$ cat src/rtl/educell_esmunit_ctrl_pkg.sv
// Shared constants, FSM encoding and helpers for the ESM pairing controller.
// AQMEAS_TH is the ancilla count; the index and count widths derive from it.
package educell_esmunit_ctrl_pkg;

  localparam int AQMEAS_TH = 8;
  localparam int IW        = $clog2(AQMEAS_TH);
  localparam int CW        = $clog2(AQMEAS_TH) + 1;

  // Largest pair count a single vector can produce: ceil(AQMEAS_TH/2).
  localparam logic [CW-1:0] CNT_MAX = CW'((AQMEAS_TH + 1) / 2);

  typedef enum logic [1:0] {
    ST_IDLE  = 2'd0,
    ST_SCAN  = 2'd1,
    ST_ISSUE = 2'd2,
    ST_DONE  = 2'd3
  } state_e;

  function automatic logic [AQMEAS_TH-1:0] idx_mask(input logic [IW-1:0] idx);
    idx_mask = {{(AQMEAS_TH-1){1'b0}}, 1'b1} << idx;
  endfunction

endpackage

$ cat src/rtl/educell_esmunit_ctrl_if.sv
// Load / pair / status bundle between the ESM pairing controller and its user.
import educell_esmunit_ctrl_pkg::*;

interface educell_esmunit_ctrl_if;
  logic                 load_valid;
  logic [AQMEAS_TH-1:0] load_esm;
  logic                 load_ready;
  logic                 flush;
  logic                 pair_valid;
  logic                 pair_ready;
  logic [IW-1:0]        pair_first_idx;
  logic [IW-1:0]        pair_second_idx;
  logic                 pair_single;
  logic                 busy;
  logic                 done;
  logic [CW-1:0]        pair_cnt;

  modport master (
    output load_valid, load_esm, flush, pair_ready,
    input  load_ready, pair_valid, pair_first_idx, pair_second_idx,
           pair_single, busy, done, pair_cnt
  );

  modport slave (
    input  load_valid, load_esm, flush, pair_ready,
    output load_ready, pair_valid, pair_first_idx, pair_second_idx,
           pair_single, busy, done, pair_cnt
  );
endinterface

$ cat src/rtl/educell_esmunit_idx.sv
// Finds the lowest and second-lowest set bit of the pending ESM vector.
import educell_esmunit_ctrl_pkg::*;

module educell_esmunit_idx (
  input  logic [AQMEAS_TH-1:0] vec,
  output logic [IW-1:0]        first_idx,
  output logic [IW-1:0]        second_idx,
  output logic                 first_found,
  output logic                 second_found
);

  // Ascending priority scan; second_found doubles as "popcount >= 2".
  always_comb begin
    first_idx    = {IW{1'b0}};
    second_idx   = {IW{1'b0}};
    first_found  = 1'b0;
    second_found = 1'b0;
    for (int i = 0; i < AQMEAS_TH; i++) begin
      if (vec[i]) begin
        if (!first_found) begin
          first_idx   = IW'(i);
          first_found = 1'b1;
        end else if (!second_found) begin
          second_idx   = IW'(i);
          second_found = 1'b1;
        end else begin
          second_found = 1'b1;
        end
      end else begin
        first_found = first_found;
      end
    end
  end

endmodule

$ cat src/rtl/educell_esmunit_ctrl.sv
// ESM pairing controller: drains a flag vector as ascending index pairs,
// with a trailing single matched to the boundary when the count is odd.
import educell_esmunit_ctrl_pkg::*;

module educell_esmunit_ctrl (
  input  logic                   clk,
  input  logic                   rst,
  educell_esmunit_ctrl_if.slave  bus
);

  state_e               state_r, state_next_s;
  logic [AQMEAS_TH-1:0] work_r, work_next_s, cleared_s;
  logic [CW-1:0]        cnt_r, cnt_next_s;
  logic [IW-1:0]        first_r, first_next_s;
  logic [IW-1:0]        second_r, second_next_s;
  logic                 single_r, single_next_s;
  logic                 pair_valid_r, busy_r, done_r, idle_r;
  logic [IW-1:0]        first_s, second_s;
  logic                 first_found_s, second_found_s;

  educell_esmunit_idx u_idx (
    .vec          (work_r),
    .first_idx    (first_s),
    .second_idx   (second_s),
    .first_found  (first_found_s),
    .second_found (second_found_s)
  );

  // Work vector once the currently presented pair (or single) is retired.
  always_comb begin
    cleared_s = work_r & ~idx_mask(first_r);
    if (!single_r) begin
      cleared_s = cleared_s & ~idx_mask(second_r);
    end else begin
      cleared_s = cleared_s;
    end
  end

  // Next-state and next-datapath decode; flush wins over everything but rst.
  always_comb begin
    state_next_s  = state_r;
    work_next_s   = work_r;
    cnt_next_s    = cnt_r;
    first_next_s  = first_r;
    second_next_s = second_r;
    single_next_s = single_r;
    case (state_r)
      ST_IDLE: begin
        if (bus.load_valid && !bus.flush) begin
          work_next_s  = bus.load_esm;
          cnt_next_s   = {CW{1'b0}};
          state_next_s = ST_SCAN;
        end else begin
          state_next_s = ST_IDLE;
        end
      end
      ST_SCAN: begin
        if (bus.flush) begin
          work_next_s  = {AQMEAS_TH{1'b0}};
          state_next_s = ST_IDLE;
        end else if (!first_found_s) begin
          state_next_s = ST_DONE;
        end else begin
          first_next_s  = first_s;
          second_next_s = second_found_s ? second_s : {IW{1'b0}};
          single_next_s = !second_found_s;
          state_next_s  = ST_ISSUE;
        end
      end
      ST_ISSUE: begin
        if (bus.flush) begin
          work_next_s  = {AQMEAS_TH{1'b0}};
          state_next_s = ST_IDLE;
        end else if (bus.pair_ready) begin
          work_next_s  = cleared_s;
          cnt_next_s   = (cnt_r != CNT_MAX) ? cnt_r + {{(CW-1){1'b0}}, 1'b1} : cnt_r;
          // Skip the re-scan of an empty vector so done follows the last pair directly.
          state_next_s = (cleared_s == {AQMEAS_TH{1'b0}}) ? ST_DONE : ST_SCAN;
        end else begin
          state_next_s = ST_ISSUE;
        end
      end
      ST_DONE: begin
        work_next_s  = {AQMEAS_TH{1'b0}};
        state_next_s = ST_IDLE;
      end
      default: begin
        work_next_s  = {AQMEAS_TH{1'b0}};
        state_next_s = ST_IDLE;
      end
    endcase
  end

  // FSM state register.
  always_ff @(posedge clk) begin
    if (rst) begin
      state_r <= ST_IDLE;
    end else begin
      state_r <= state_next_s;
    end
  end

  // Datapath and registered status outputs, decoded from the next state.
  always_ff @(posedge clk) begin
    if (rst) begin
      work_r       <= {AQMEAS_TH{1'b0}};
      cnt_r        <= {CW{1'b0}};
      first_r      <= {IW{1'b0}};
      second_r     <= {IW{1'b0}};
      single_r     <= 1'b0;
      pair_valid_r <= 1'b0;
      busy_r       <= 1'b0;
      done_r       <= 1'b0;
      idle_r       <= 1'b1;
    end else begin
      work_r       <= work_next_s;
      cnt_r        <= cnt_next_s;
      first_r      <= first_next_s;
      second_r     <= second_next_s;
      single_r     <= single_next_s;
      pair_valid_r <= (state_next_s == ST_ISSUE);
      busy_r       <= (state_next_s != ST_IDLE);
      done_r       <= (state_next_s == ST_DONE);
      idle_r       <= (state_next_s == ST_IDLE);
    end
  end

  // Ready is masked by rst so it drops while reset is held and rises right after.
  assign bus.load_ready      = idle_r & ~rst;
  assign bus.pair_valid      = pair_valid_r;
  assign bus.pair_first_idx  = first_r;
  assign bus.pair_second_idx = second_r;
  assign bus.pair_single     = single_r;
  assign bus.busy            = busy_r;
  assign bus.done            = done_r;
  assign bus.pair_cnt        = cnt_r;

endmodule
$ cat src/flat_wrapper.sv
// flat-port wrapper written by rule: the top's interface ports become plain ports
module educell_esmunit_ctrl_flat 
  (clk, rst, bus_load_valid, bus_load_esm, bus_flush, bus_pair_ready, bus_load_ready, bus_pair_valid, bus_pair_first_idx, bus_pair_second_idx, bus_pair_single, bus_busy, bus_done, bus_pair_cnt);
  educell_esmunit_ctrl_if bus_i ();
  input  logic clk;
  input  logic rst;
  input wire logic [$bits(bus_i.load_valid)-1:0] bus_load_valid;
  input wire logic [$bits(bus_i.load_esm)-1:0] bus_load_esm;
  input wire logic [$bits(bus_i.flush)-1:0] bus_flush;
  input wire logic [$bits(bus_i.pair_ready)-1:0] bus_pair_ready;
  output wire logic [$bits(bus_i.load_ready)-1:0] bus_load_ready;
  output wire logic [$bits(bus_i.pair_valid)-1:0] bus_pair_valid;
  output wire logic [$bits(bus_i.pair_first_idx)-1:0] bus_pair_first_idx;
  output wire logic [$bits(bus_i.pair_second_idx)-1:0] bus_pair_second_idx;
  output wire logic [$bits(bus_i.pair_single)-1:0] bus_pair_single;
  output wire logic [$bits(bus_i.busy)-1:0] bus_busy;
  output wire logic [$bits(bus_i.done)-1:0] bus_done;
  output wire logic [$bits(bus_i.pair_cnt)-1:0] bus_pair_cnt;
  assign bus_i.load_valid = bus_load_valid;
  assign bus_i.load_esm = bus_load_esm;
  assign bus_i.flush = bus_flush;
  assign bus_i.pair_ready = bus_pair_ready;
  assign bus_load_ready = bus_i.load_ready;
  assign bus_pair_valid = bus_i.pair_valid;
  assign bus_pair_first_idx = bus_i.pair_first_idx;
  assign bus_pair_second_idx = bus_i.pair_second_idx;
  assign bus_pair_single = bus_i.pair_single;
  assign bus_busy = bus_i.busy;
  assign bus_done = bus_i.done;
  assign bus_pair_cnt = bus_i.pair_cnt;
  educell_esmunit_ctrl u_core (.clk(clk), .rst(rst), .bus(bus_i));
endmodule
$ cat config.mk
export PLATFORM = sky130hd
export DESIGN_NAME = educell_esmunit_ctrl_flat
export DESIGN_NICKNAME = d
export VERILOG_FILES = /design/src/rtl/educell_esmunit_ctrl_pkg.sv /design/src/rtl/educell_esmunit_ctrl_if.sv /design/src/rtl/educell_esmunit_idx.sv /design/src/rtl/educell_esmunit_ctrl.sv /design/src/flat_wrapper.sv
export SDC_FILE = /design/constraint.sdc
export NUM_CORES = 1
export LEC_CHECK = 0
export ABC_AREA = 1
export CAP_MARGIN = 5
export CORE_UTILIZATION = 40
export DETAILED_ROUTE_END_ITERATION = 12
export PLACE_DENSITY = 0.67
export SYNTH_ARGS = -nofsm -noshare
export SYNTH_HDL_FRONTEND = slang
export SYNTH_SLANG_ARGS = --single-unit
$ cat constraint.sdc
create_clock -name clk -period 4.1 [get_ports clk]
set_input_delay 0.41 -clock clk [delete_from_list [all_inputs] [get_ports clk]]
set_output_delay 0.41 -clock clk [all_outputs]
set_load 0.01 [all_outputs]
**Yosys cells after proc, flatten, opt, wreduce, memory -nomap -nowiden**

Index checks and enable logic that the tools add are counted.

- Add/subtract/negate cells: 1
- Multiplexer cells: 75
- Reduce and logical (&&, ||, !) cells: 11
- Magnitude comparators: 0
- Bitwise logic cells: 7
- Multipliers: 0
- Divide/modulo/power cells: 0
- Shift-type cells: 2
- Equal/unequal tests: 12

Operators with widths:

| cell | number |
|---|---|
| $mux 3 | 31 |
| $mux 8 | 5 |
| $pmux 8 s4 | 1 |
| $mux 1 | 28 |
| $and 8x8->8 | 2 |
| $mux 4 | 4 |
| $not 8->8 | 2 |
| $shl 1x3->8 const A | 2 |
| $eq 2x2->1 const B | 4 |
| $logic_not 8->1 | 1 |
| $mux 2 | 4 |
| $pmux 2 s4 | 1 |
| $pmux 4 s2 | 1 |
| $ne 2x2->1 const B | 3 |
| $reduce_and 3->1 | 2 |
| $reduce_and 5->1 | 1 |
| $add 4x1->4 const B | 1 |
| $logic_not 2->1 | 2 |
| $ne 2x1->1 const B | 2 |
| $ne 4x3->1 const B | 1 |
| $reduce_bool 2->1 | 2 |
| $ne 3x3->1 const B | 1 |
| $eq 2x1->1 const B | 1 |
| $logic_not 1->1 | 2 |
| other kinds (3) | 4 |

- Output and inout bits: 15
- Memories kept: 0
- ROM bits: 0
- Register bits: 25
- Bits in writable memories: 0
- Bits in latches: 0

**Logic depth before layout (Yosys ltp)**

Gate-level depths: netlist of the first run.

- Depth after elaboration: 22
- Mapped depth: 12
- Mapped depth without buffers: 12

**Hierarchy**

A second synthesis of the first run with hierarchy kept.

- Cell total of the unflattened synthesis: 251
- Area, all modules: 1657.8 um^2

Modules (own cells, without submodules):

| module | area each (um^2) | cells each | sequential area each (um^2) | times used |
|---|---|---|---|---|
| educell_esmunit_ctrl | 1227.4 | 173 | 500.5 | 1 |
| educell_esmunit_idx | 430.4 | 78 | 0.0 | 1 |

**Worst setup path after synthesis of the first run**

No wires, ideal clock.

- Path type: register -> register
- From: register u_core.work_r[0]
- To: register u_core.second_r[1], in the netlist u_core.bus.pair_second_idx[1]
- Setup slack: 2524 ps
- Arrival: 1463 ps
- Clock period less this slack: 1576 ps
- Buffers on the path: 0
- Library setup time: 114 ps
- Data required time: 3986 ps
- Stages on the path, launching flop included: 12
- Cell sequence: dfxtp_1 -> inv_1 -> ha_1 -> nand2_1 -> nor2_2 -> nand2_1 -> o21ai_1 -> nand2_1 -> nor2_1 -> nor2_1 -> nand2_1 -> a21oi_2

- Cells in the longest elaborated chain, start to end: 22

Ends and longest elaborated chain:

| what | line | text |
|---|---|---|
| from (decl) | educell_esmunit_ctrl.sv:12 | `logic [AQMEAS_TH-1:0] work_r, work_next_s, cleared_s;` |
| from (signal assigned) | educell_esmunit_ctrl.sv:106 | `work_r <= {AQMEAS_TH{1'b0}};` |
| from (signal assigned) | educell_esmunit_ctrl.sv:116 | `work_r <= work_next_s;` |
| $mux 1 * | educell_esmunit_idx.sv:19 | `if (vec[i]) begin` |
| $mux 1 | educell_esmunit_idx.sv:20 | `if (!first_found) begin` |
| $mux 1 | educell_esmunit_idx.sv:19 |  |
| $mux 3 | educell_esmunit_idx.sv:23 | `end else if (!second_found) begin` |
| $mux 3 | educell_esmunit_idx.sv:20 |  |
| $mux 3 | educell_esmunit_idx.sv:19 |  |
| $mux 3 | educell_esmunit_idx.sv:23 |  |
| $mux 3 | educell_esmunit_idx.sv:20 |  |
| [6 not listed] | - |  |
| $mux 3 | educell_esmunit_idx.sv:19 |  |
| $mux 3 | educell_esmunit_idx.sv:23 |  |
| $mux 3 | educell_esmunit_idx.sv:20 |  |
| $mux 3 | educell_esmunit_idx.sv:19 |  |
| $mux 3 | educell_esmunit_idx.sv:23 |  |
| $mux 3 | educell_esmunit_idx.sv:20 |  |
| $mux 3 | educell_esmunit_idx.sv:19 |  |
| $mux 3 | educell_esmunit_ctrl.sv:65 | `second_next_s = second_found_s ? second_s : {IW{1'b0}};` |
| to (signal assigned) | educell_esmunit_ctrl.sv:109 | `second_r <= {IW{1'b0}};` |
| to (signal assigned) | educell_esmunit_ctrl.sv:119 | `second_r <= second_next_s;` |
| to (decl) | educell_esmunit_ctrl.sv:15 | `logic [IW-1:0] second_r, second_next_s;` |

Mark *: on every way between the ends. The rest lies on a longest branch, timed or not.
A chain may end at the register's enable or synchronous reset.

**Final worst setup path of the first run**

- From: input rst
- To: output bus_load_ready

- Cells in the longest elaborated chain, start to end: 2

Ends and longest elaborated chain:

| what | line | text |
|---|---|---|
| from (decl) | flat_wrapper.sv:6 | `input logic rst;` |
| $not 1->1 | educell_esmunit_ctrl.sv:129 | `assign bus.load_ready = idle_r & ~rst;` |
| $and 1x1->1 | educell_esmunit_ctrl.sv:129 |  |
| to (decl) | flat_wrapper.sv:11 | `output wire logic [$bits(bus_i.load_ready)-1:0] bus_load_ready;` |

No other way between the ends.

==> results of run 1 <==
metrics by stage:
step	instances	total power [mW]	hold slack (ns)
after floorplan	255	0.533	0.472
after global placement	325	0.605	0.510
after detailed placement	325	0.607	0.516
after CTS	329	0.755	0.533
after global routing	329	0.818	0.560
final	329	0.750	0.525
final timing paths:
check / to / slack (ns) / from / cells past startpoint
worst max-delay path: bus_load_ready / 2.06 / rst / 3
worst min-delay path: u_core.bus.pair_cnt[0] / 0.52 / u_core.bus.pair_cnt[0] / 2
worst max register to register: u_core.bus.pair_second_idx[2] / 2.23 / u_core.work_r[0] / 11
worst min register to register: u_core.bus.pair_cnt[0] / 0.52 / u_core.bus.pair_cnt[0] / 2
final cells by class:
type	instances	area [sq um]
Tap cell	50	62.6
Inverter	32	120
Fill cell	423	2020
Timing Repair Buffer	27	270
Clock buffer	4	45.0
Multi-Input combinational cell	191	1010
Sequential cell	25	500
Yosys cell counts:
| library cell | n | area share (%) |
|---|---|---|
| nor3_1 | 2 | 0.60 |
| o21ai_2 | 2 | 1.0 |
| inv_1 | 30 | 6.7 |
| ha_1 | 7 | 5.2 |
| o211ai_1 | 2 | 0.89 |
| a21oi_1 | 11 | 3.3 |
| o21ai_1 | 2 | 0.60 |
| a21o_1 | 1 | 0.45 |
| a31oi_1 | 6 | 2.2 |
| nor2_2 | 3 | 1.1 |
| nand2_2 | 2 | 0.74 |
| nand3_2 | 1 | 0.60 |
| nor2_4 | 1 | 0.67 |
| or2_4 | 1 | 0.52 |
| dfxtp_1 | 25 | 30 |
| nor2_1 | 24 | 5.4 |
| a211oi_1 | 1 | 0.45 |
| clkbuf_2 | 1 | 0.30 |
| inv_2 | 2 | 0.45 |
| o31ai_1 | 1 | 0.45 |
| a21oi_2 | 3 | 1.6 |
| o21ai_0 | 15 | 4.5 |
| nor3b_1 | 1 | 0.45 |
| buf_6 | 3 | 2.0 |
| o21ai_4 | 1 | 0.97 |
| nor3_2 | 1 | 0.60 |
| nand3_1 | 31 | 9.2 |
| nand3b_4 | 1 | 1.2 |
| nand4_1 | 9 | 3.4 |
| nand2_1 | 62 | 14 |
| buf_2 | 3 | 0.89 |
critical path, stage by stage:
cell and delay (ns):
clkdlybuf4s50_1 0.54, nor2_1 0.15, clkdlybuf4s50_1 0.53
flip-flops by register name, indices dropped and copies added, names as in the netlist:
| signal | count |
|---|---|
| u_core.bus.busy | 1 |
| u_core.state_r | 2 |
| u_core.bus.done | 1 |
| u_core.idle_r | 1 |
| u_core.bus.pair_second_idx | 3 |
| u_core.bus.pair_cnt | 4 |
| u_core.bus.pair_first_idx | 3 |
| u_core.work_r | 8 |
| u_core.bus.pair_single | 1 |
| u_core.bus.pair_valid | 1 |
placed cells by master, fill, tap and decap left out, types with 2 or more instances in the layout:
cell / count
nand3_1: 31
inv_1: 30
nand2_2: 2
nor2_1: 24
clkbuf_8: 3
o21ai_2: 2
nor3_1: 2
inv_2: 2
nand2_1: 62
nor2_2: 3
ha_1: 7
clkdlybuf4s50_1: 27
a31oi_1: 6
nand4_1: 9
a21oi_2: 3
o21ai_1: 2
dfxtp_1: 25
o211ai_1: 2
o21ai_0: 15
a21oi_1: 11
per-layer routing:
metal	routed length, um	part of all wire [%]
met1	1910	50
met2	1720	45
met3	206	5.4
met4	10	0.26
met5	0	0
cells by family (layout without fill, tap and decap cells):
| family | after synthesis | count (layout) |
|---|---|---|
| AO/OA/AOI/OAI | 45 | 45 |
| adder cells (fa/ha/maj) | 7 | 7 |
| buffers and inverters | 39 | 63 |
| flip-flops | 25 | 25 |
| AND/OR/NAND/NOR | 139 | 139 |
where the power goes:
group	switching (mW)	internal (mW)
combinational	0.168	0.114
clock	0.0788	0.0695
sequential	0.0485	0.271
total	0.295	0.454
==> implementation parameters, run 1 <==
Parameter                              Value

Synthesis
  Post-Synth Adder-Cell Area ... 5.21%
  Yosys synthesis warning count ... 0
  Cell count after synthesis ... around 260
  Share of synthesized area occupied by flip-flops and latches ... between 20% and 30%
  Post-synthesis simple-gate area fraction ... between 30% and 40%
  Syn Nets ... 275
  Xor/xnor cell area share of the yosys netlist ... 0%
  Post-synth cell types ... 31
  Synthesis-stage register bit count ... 25
  Syn avg cell area ... 6.59 sq um
  Post-synthesis compound-gate area fraction ... 16.4%
  Mux contribution to synthesized area ... 0%
  Netlist area before placement ... between 1500 and 2000 sq um
  Largest family of logic cells by synthesized area ... simple AND/OR/NAND/NOR gates

Global route
  Initial antenna violation count ... 0
  Via count of the first global-routing pass ... 1473
  GRT Max-Usage Layer ... met2
  Global-route wire length before repair ... ~6600 um
  Global routing met2 resource utilization ... a little under a third
  Global Route met3 Usage ... 2.23%
  Maximum number of pins on one net before global-route repair ... 17
  Global-route usage over all layers ... between 10% and 20%
  Global Route met1 Usage ... a little over a quarter
  Overflow after GRT ... 0

Clock network
  Clock slew at the register clock pins of the worst setup and hold paths ... ~0.090 ns
  Root Driver ... clkbuf_8
  Clk sink count ... 25
  Clock insertion delay at the later pin of the skew report ... 0.27 ns
  Maximum buffer depth of the clock tree ... 2
  Number of buffers inserted for hold repair after clock tree synthesis ... 0
  Setup repair bufs after CTS ... 0
  Clock buffers created by TritonCTS ... 3
  Number of gates resized after CTS ... 0
  H-tree level count ... 1
  Clock tree from TritonCTS ... built

Power and ir drop
  Static leakage ... 0.863 nW
  Peak VDD IR ... approximately 0.14 mV
  Power Dens Cells ... 374 nW/um^2

Route
  Avg WL per Cell ... about 12 um
  DRT Pass-1 Iters ... 4
  Total number of vias ... 1642
  Remaining antenna violation count ... 0
  Total DRC errors in the routed layout ... 0
  Number of vias per cell ... around 5
  Violation count after the first detailed-routing iteration ... between 80 and 90
  Post-Route WL ... 3840 um

Floorplan
  Number of top-level pins ... 28
  Floorplan die width ... between 60 and 70 um
  Core region area ... around 4000 sq um
  Vert. Die Dim ... around 67 um
  Full die area ... 4460 sq um
  Initial cell density of the core ... between 40% and 50%
  Number of rows in the core area ... 23

STA
  Highest Clock Rate ... between 400 and 500 MHz
  Setup WS post-layout ... a little over 2 ns
  Final clock skew ... around 0.00070 ns
  Final hold viol count ... 0
  Pins over their slew limit ... 0
  Worst slew margin relative to its limit ... between 60% and 70%
  Accumulated negative setup slack ... 0 ns
  Final Critical Period ... 2.04 ns
  Setup-failing EPs final ... 0
  Fraction of the cycle the final worst path needs ... between 40% and 50%
  Unrepaired setup endpoints after global routing ... no
  Worst slew pin tran ... about 0.54 ns

Final layout
  Nets ... 300
  Ratio of cells with drive above 1 in the final layout ... between 7 and 8%
  Total non-filler cell area in the finished layout ... 2000 sq um
  Core Util, Final ... approximately half
  Area growth, synth to finish ... 19.3%
  Antenna diode count ... 0

Setup path
  Crit path launch type ... input pin
  Endpoint kind of the worst setup timing path ... primary output
  Data required time at the worst endpoint ... roughly 3.7 ns
  Worst path arrival time ... roughly 1.6 ns
  Max FO, Critical Path ... 7
  Worst setup path category ... in2out

Placement
  Last weighted congestion value of the routability-driven placer ... 0.857
  Placed wire-length estimate ... 3020 um
  Worst setup timing slack at the placement stage ... around 2 ns
  Count of input and output buffers ... 27
  Placed standard-cell area ... 1960 sq um

Job
  Reported max-cap violation count ... 0

Hold path
  Min-delay worst type ... reg2reg

Outcome
  Run status ... finished clean
(Power assumes the default switching activity.)
==> run 2: changes to the inputs <==
--- a/config.mk
+++ b/config.mk
@@ -9,7 +9,7 @@
 export CAP_MARGIN = 5
 export CORE_UTILIZATION = 40
 export DETAILED_ROUTE_END_ITERATION = 12
-export PLACE_DENSITY = 0.67
+export PLACE_DENSITY = 0.69
 export SYNTH_ARGS = -nofsm -noshare
 export SYNTH_HDL_FRONTEND = slang
 export SYNTH_SLANG_ARGS = --single-unit
==> constraint.sdc (replaced) <==
create_clock -name clk -period 1.8 [get_ports clk]
set_input_delay 0.18 -clock clk [delete_from_list [all_inputs] [get_ports clk]]
set_output_delay 0.18 -clock clk [all_outputs]
set_load 0.01 [all_outputs]
==> implementation parameters, run 2 (same netlist as run 1, synthesis figures left out) <==
Parameter                              Value

Setup path
  Crit path launch type ... flop
  Worst path arrival time ... ~1.8 ns
  Timing startpoint of the critical path ... u_core.state_r[0]
  Cell depth of the worst flop-to-flop path ... 8
  Worst setup path category ... reg2reg
  Endpoint kind of the worst setup timing path ... flop
  Data required time at the worst endpoint ... 1.96 ns
  Startpoint of the worst register-to-register path ... u_core.state_r[0]
  Worst flop-to-flop path endpoint ... u_core.work_r[0]
  Max FO, Critical Path ... 16
  Reg2Reg Setup Slack ... 0.21 ns

Clock network
  Clock buffers created by TritonCTS ... 3
  Maximum buffer depth of the clock tree ... 2
  Clock tree from TritonCTS ... built
  Clock insertion delay at the later pin of the skew report ... ~0.27 ns
  Clk sink count ... 25
  Root Driver ... clkbuf_8
  Setup repair bufs after CTS ... 0
  Clock slew at the register clock pins of the worst setup and hold paths ... ~0.08 ns
  H-tree level count ... 1

Global route
  Maximum number of pins on one net before global-route repair ... 17
  Global-route wire length before repair ... between 6000 and 7000 um
  Initial antenna violation count ... 0
  Via count of the first global-routing pass ... between 1500 and 2000
  Global-route usage over all layers ... between 10% and 20%
  Overflow after GRT ... 0

Final layout
  Core Util, Final ... about half
  Most common library cell in the layout ignoring fill and taps ... nand2_1
  Antenna diode count ... 0
  Commonest non-fill, non-tap cells in the layout ... 62 x nand2_1, 31 x nand3_1, 30 x inv_1
  Total non-filler cell area in the finished layout ... between 2000 and 2500 sq um
  Flip-flop count of the largest register after layout ... 8
  Ratio of cells with drive above 1 in the final layout ... between 10 and 15%
  Register with the most flip-flops ... u_core.work_r
  Nets ... between 300 and 400
  Area growth, synth to finish ... 24.0%
  Total of fill cells in the finished design ... 429

Route
  Post-Route WL ... a little over 4000 um
  Number of vias per cell ... 5.06
  Total DRC errors in the routed layout ... 0
  DRT Pass-1 Iters ... 4
  Violation count after the first detailed-routing iteration ... 86
  Avg WL per Cell ... roughly 12 um
  Remaining antenna violation count ... 0
  Total number of vias ... 1704

Power and ir drop
  Power Dens Cells ... about 850 nW/um^2
  Static leakage ... 0.904 nW
  Net load switching power ... 0.694 mW
  Internal portion of total power ... 1.09 mW
  Relative contribution of the clock network to total power ... 18.3%
  Peak VDD IR ... ~0.5 mV
  Switching portion of total power ... between 30% and 40%
  Logic gate share of total power ... 41.6%
  Proportion of power drawn by flip-flops and latches ... 40.1%

Floorplan
  Floorplan die width ... ~67 um
  Vert. Die Dim ... between 60 and 70 um
  Number of top-level pins ... 28
  Number of rows in the core area ... 23
  Full die area ... roughly 4500 sq um
  Core region area ... between 4000 and 5000 sq um
  Initial cell density of the core ... about two fifths

STA
  Unrepaired setup endpoints after global routing ... no
  Fraction of the cycle the final worst path needs ... about nine tenths
  Setup-failing EPs final ... 0
  Final hold viol count ... 0
  Final clock skew ... 0.00452 ns
  Highest Clock Rate ... roughly 630 MHz
  Final Critical Period ... ~1.6 ns
  Pins over their slew limit ... 0
  Worst slew margin relative to its limit ... a little under two thirds
  Worst slew pin tran ... about 0.54 ns
  Accumulated negative setup slack ... 0 ns

Hold path
  Endpoint with the worst hold slack ... u_core.work_r[2]
  Min-delay worst type ... in2reg
  Count of cells along the worst hold path ... 3
  Origin of the worst min-delay path ... bus_load_esm[2]

Placement
  Placed standard-cell area ... 2020 sq um
  Count of input and output buffers ... 27
  Last weighted congestion value of the routability-driven placer ... 0.956
  Placed wire-length estimate ... 3260 um

Job
  Reported max-cap violation count ... 0

Outcome
  Run status ... finished clean
run 2: power by group through the flow:
| stage | clock [mW] | sequential (mW) | combinational (mW) |
|---|---|---|---|
| after floorplan | 0 | 0.690 | 0.524 |
| after global placement | 0 | 0.722 | 0.710 |
| after detailed placement | 0 | 0.722 | 0.722 |
| after CTS | 0.336 | 0.709 | 0.724 |
| after global routing | 0.356 | 0.724 | 0.858 |
| final | 0.327 | 0.713 | 0.741 |
run 2: final cells by class:
type	instances	area (sq um)	area share [%]
multi-input combinational	191	1020	49.2
inverter	32	120	5.77
clock buffer	4	45.0	2.16
timing repair buffer	35	330	15.9
tap	50	62.6	3.00
sequential	25	500	24.0
run 2: worst max-delay path by stage:
stage | endpoint | cells after the start | slack, ns
floorplan | u_core.bus.pair_second_idx[1] | 11 | 0.22
global placement | u_core.work_r[0] | 8 | 0.08
detailed placement | u_core.work_r[0] | 8 | 0.01
CTS | u_core.bus.pair_second_idx[0] | 11 | 0.09
global route | u_core.work_r[4] | 8 | 0.003
finish | u_core.work_r[0] | 8 | 0.21
run 2: critical path: stages (launching register included):
cell	delay [ns]
dfxtp_1	0.35
inv_1	0.08
nand2_2	0.12
or2_4	0.16
o21ai_2	0.05
nor2_2	0.42
nand3_1	0.14
o211ai_1	0.12
inv_1	0.05
run 2: through the flow:
stage	setup WS [ns]	std cells	total power, mW	hold slack (ns)
detailed placement	0.0101	333	1.44	0.522
global route	0.00335	337	1.94	0.501
CTS	0.0943	337	1.77	0.479
floorplan	0.224	255	1.21	0.242
finish	0.209	337	1.78	0.485
global placement	0.0835	333	1.43	0.509
run 2: repair_timing:
| item | CTS | global route |
|---|---|---|
| hold endpoints to repair | 0 | 0 |
| hold buffers | 0 | 0 |
| setup endpoints to repair | 0 | 5 |
| resized for setup | 0 | 5 |
run 2: metal layers:
metal	vias to the layer above	global-route usage (%)	wire length [um]
met1	758	26.7	1950
li1	907	-	-
met5	-	0	0
met4	0	2.39	0
met3	0	3.25	183
met2	39	33.8	1900
==> run 3: changes to the inputs <==
--- a/config.mk
+++ b/config.mk
@@ -9,7 +9,8 @@
 export CAP_MARGIN = 5
 export CORE_UTILIZATION = 40
 export DETAILED_ROUTE_END_ITERATION = 12
-export PLACE_DENSITY = 0.69
+export DONT_BUFFER_PORTS = 1
+export PLACE_DENSITY = 0.6
 export SYNTH_ARGS = -nofsm -noshare
 export SYNTH_HDL_FRONTEND = slang
 export SYNTH_SLANG_ARGS = --single-unit
==> implementation parameters, run 3 (same netlist as run 1, synthesis figures left out) <==
Parameter                              Value

Placement
  Worst setup timing slack at the placement stage ... approximately 0.14 ns
  Placed standard-cell area ... roughly 1700 sq um
  Count of input and output buffers ... 0
  Placed wire-length estimate ... between 3000 and 4000 um
  Total placed cells including tap cells ... a little over 300
  Last weighted congestion value of the routability-driven placer ... between 0.9 and 1

Final layout
  Flip-flop count of the largest register after layout ... 8
  Nets ... roughly 280
  Most common library cell in the layout ignoring fill and taps ... nand2_1
  Antenna diode count ... 0
  Non-filler instance count after layout ... 310
  Total area of multi-input combinational cells ... between 1000 and 1500 sq um
  Area growth, synth to finish ... 8.12%
  Ratio of cells with drive above 1 in the final layout ... 13.1%
  Total non-filler cell area in the finished layout ... between 1500 and 2000 sq um
  Commonest non-fill, non-tap cells in the layout ... 62 x nand2_1, 31 x nand3_1, 29 x inv_1
  Sequential cell area ... around 500 sq um
  Register with the most flip-flops ... u_core.work_r
  Total of fill cells in the finished design ... 426

Power and ir drop
  Power Dens Cells ... around 940 nW/um^2
  Static leakage ... between 0.8 and 0.9 nW
  Power after layout ... between 1.5 and 2 mW
  Peak VDD IR ... 0.340 mV

Clock network
  Maximum buffer depth of the clock tree ... 2
  Setup repair bufs after CTS ... 0
  Clock buffers created by TritonCTS ... 3
  Clk sink count ... 25
  Clock tree from TritonCTS ... built
  Root Driver ... clkbuf_8
  Clock slew at the register clock pins of the worst setup and hold paths ... roughly 0.090 ns
  H-tree level count ... 1
  Clock insertion delay at the later pin of the skew report ... around 0.27 ns

Route
  Remaining antenna violation count ... 0
  Post-Route WL ... between 4000 and 5000 um
  DRT Pass-1 Iters ... 4
  Violation count after the first detailed-routing iteration ... 110
  Number of vias per cell ... about 5.2
  Total number of vias ... between 1500 and 2000
  Avg WL per Cell ... 13.0 um
  Total DRC errors in the routed layout ... 0

Setup path
  Data required time at the worst endpoint ... around 2.0 ns
  Peak per-stage delay on the critical path ... between 0.3 and 0.4 ns
  Critical path, cell by cell ... inv_1, ha_4, nand2_1, nor2_2, nand2_1, o21ai_2, nand2_1, nor2_1, nor2_1, nand2_1, a21oi_2
  Worst setup path category ... reg2reg
  Slowest cell on the critical path ... dfxtp_1
  Crit path max-delay family ... simple AND/OR/NAND/NOR gates
  Worst path arrival time ... 1.75 ns
  Most used cell along the critical path ... nand2_1
  Total buffers and inverters traversed by the critical path ... 1
  Endpoint kind of the worst setup timing path ... flop
  Max FO, Critical Path ... 5
  Crit path launch type ... flop

Floorplan
  Number of top-level pins ... 28
  Vert. Die Dim ... between 60 and 70 um
  Number of rows in the core area ... 23
  Core region area ... slightly above 4000 sq um
  Initial cell density of the core ... between 40% and 50%
  Floorplan die width ... roughly 67 um
  Full die area ... around 4500 sq um

STA
  Final Critical Period ... about 1.6 ns
  Pins over their slew limit ... 0
  Highest Clock Rate ... 628 MHz
  Worst slew margin relative to its limit ... 64.9%
  Setup-failing EPs final ... 0
  Worst slew pin tran ... 0.527 ns
  Final clock skew ... approximately 0.0063 ns
  Final hold viol count ... 0
  Setup WS post-layout ... just over 0.2 ns
  Final hold slack ... a little over 0.06 ns
  Fraction of the cycle the final worst path needs ... approximately nine tenths

Global route
  Global-route usage over all layers ... roughly a fifth
  Global-route wire length before repair ... 6890 um
  Via count of the first global-routing pass ... ~1500
  Overflow after GRT ... 0
  Maximum number of pins on one net before global-route repair ... 17
  Initial antenna violation count ... 0

Hold path
  Min-delay worst type ... in2reg

Outcome
  Run status ... finished clean

Job
  Reported max-cap violation count ... 0
-- run 3: changes by cell type in the layout (fill, tap and decap cells not counted), sizes merged --
cell	before	now
dlygate4sd3	0	1
clkdlybuf4s50	27	0
buf	8	7
-- run 3: power breakdown --
part	internal, mW	switching (mW)
clock network	0.159	0.183
registers	0.619	0.0969
logic	0.239	0.404
total	1.02	0.685
-- run 3: what timing repair did --
action / CTS / global route
hold buffers: 1 / 0
endpoints found under the hold margin: 5 / 0
gates resized for setup: 0 / 7
endpoints found under the setup margin: 0 / 6
-- run 3: worst register-to-register path: cells and delay by family, from the launching register on --
kind | cells | cell delay (ns)
buf+inv | 1 | 0.11
flops | 1 | 0.32
fa+ha+maj | 1 | 0.17
simple gates | 7 | 0.70
compound gates | 2 | 0.19
-- run 3: final timing paths --
kind	from	cells after the start	end	slack (ns)
hold reg to reg	u_core.bus.pair_second_idx[2]	2	u_core.bus.pair_second_idx[2]	0.53
hold / removal	bus_load_esm[1]	2	u_core.work_r[1]	0.06
setup / recovery	u_core.work_r[1]	11	u_core.bus.pair_second_idx[1]	0.21
setup reg to reg	u_core.work_r[1]	11	u_core.bus.pair_second_idx[1]	0.21
-- run 3: layer usage --
layer	vias up	GRT usage, %	wire (um)
met2	60	31.1	1770
met1	698	27.1	1890
met5	-	0	0
li1	855	-	-
met3	6	5.31	327
met4	0	6.38	51
-- run 3: per-stage QoR --
stage,TNS [ns],util [%]
floorplan,0,-
global placement,0,43.2
detailed placement,0,43.2
CTS,0,44.6
global route,-0.00618,45.1
finish,0,45.1
-- run 3: area by class of cell --
cell class                      count  share of cell area (%)
Clock buffer                        4                    2.48
Tap cell                           50                    3.44
Sequential cell                    25                    27.8
Inverter                           32                    6.61
Multi-Input combinational cell    191                    56.3
Timing Repair Buffer                8                    3.44
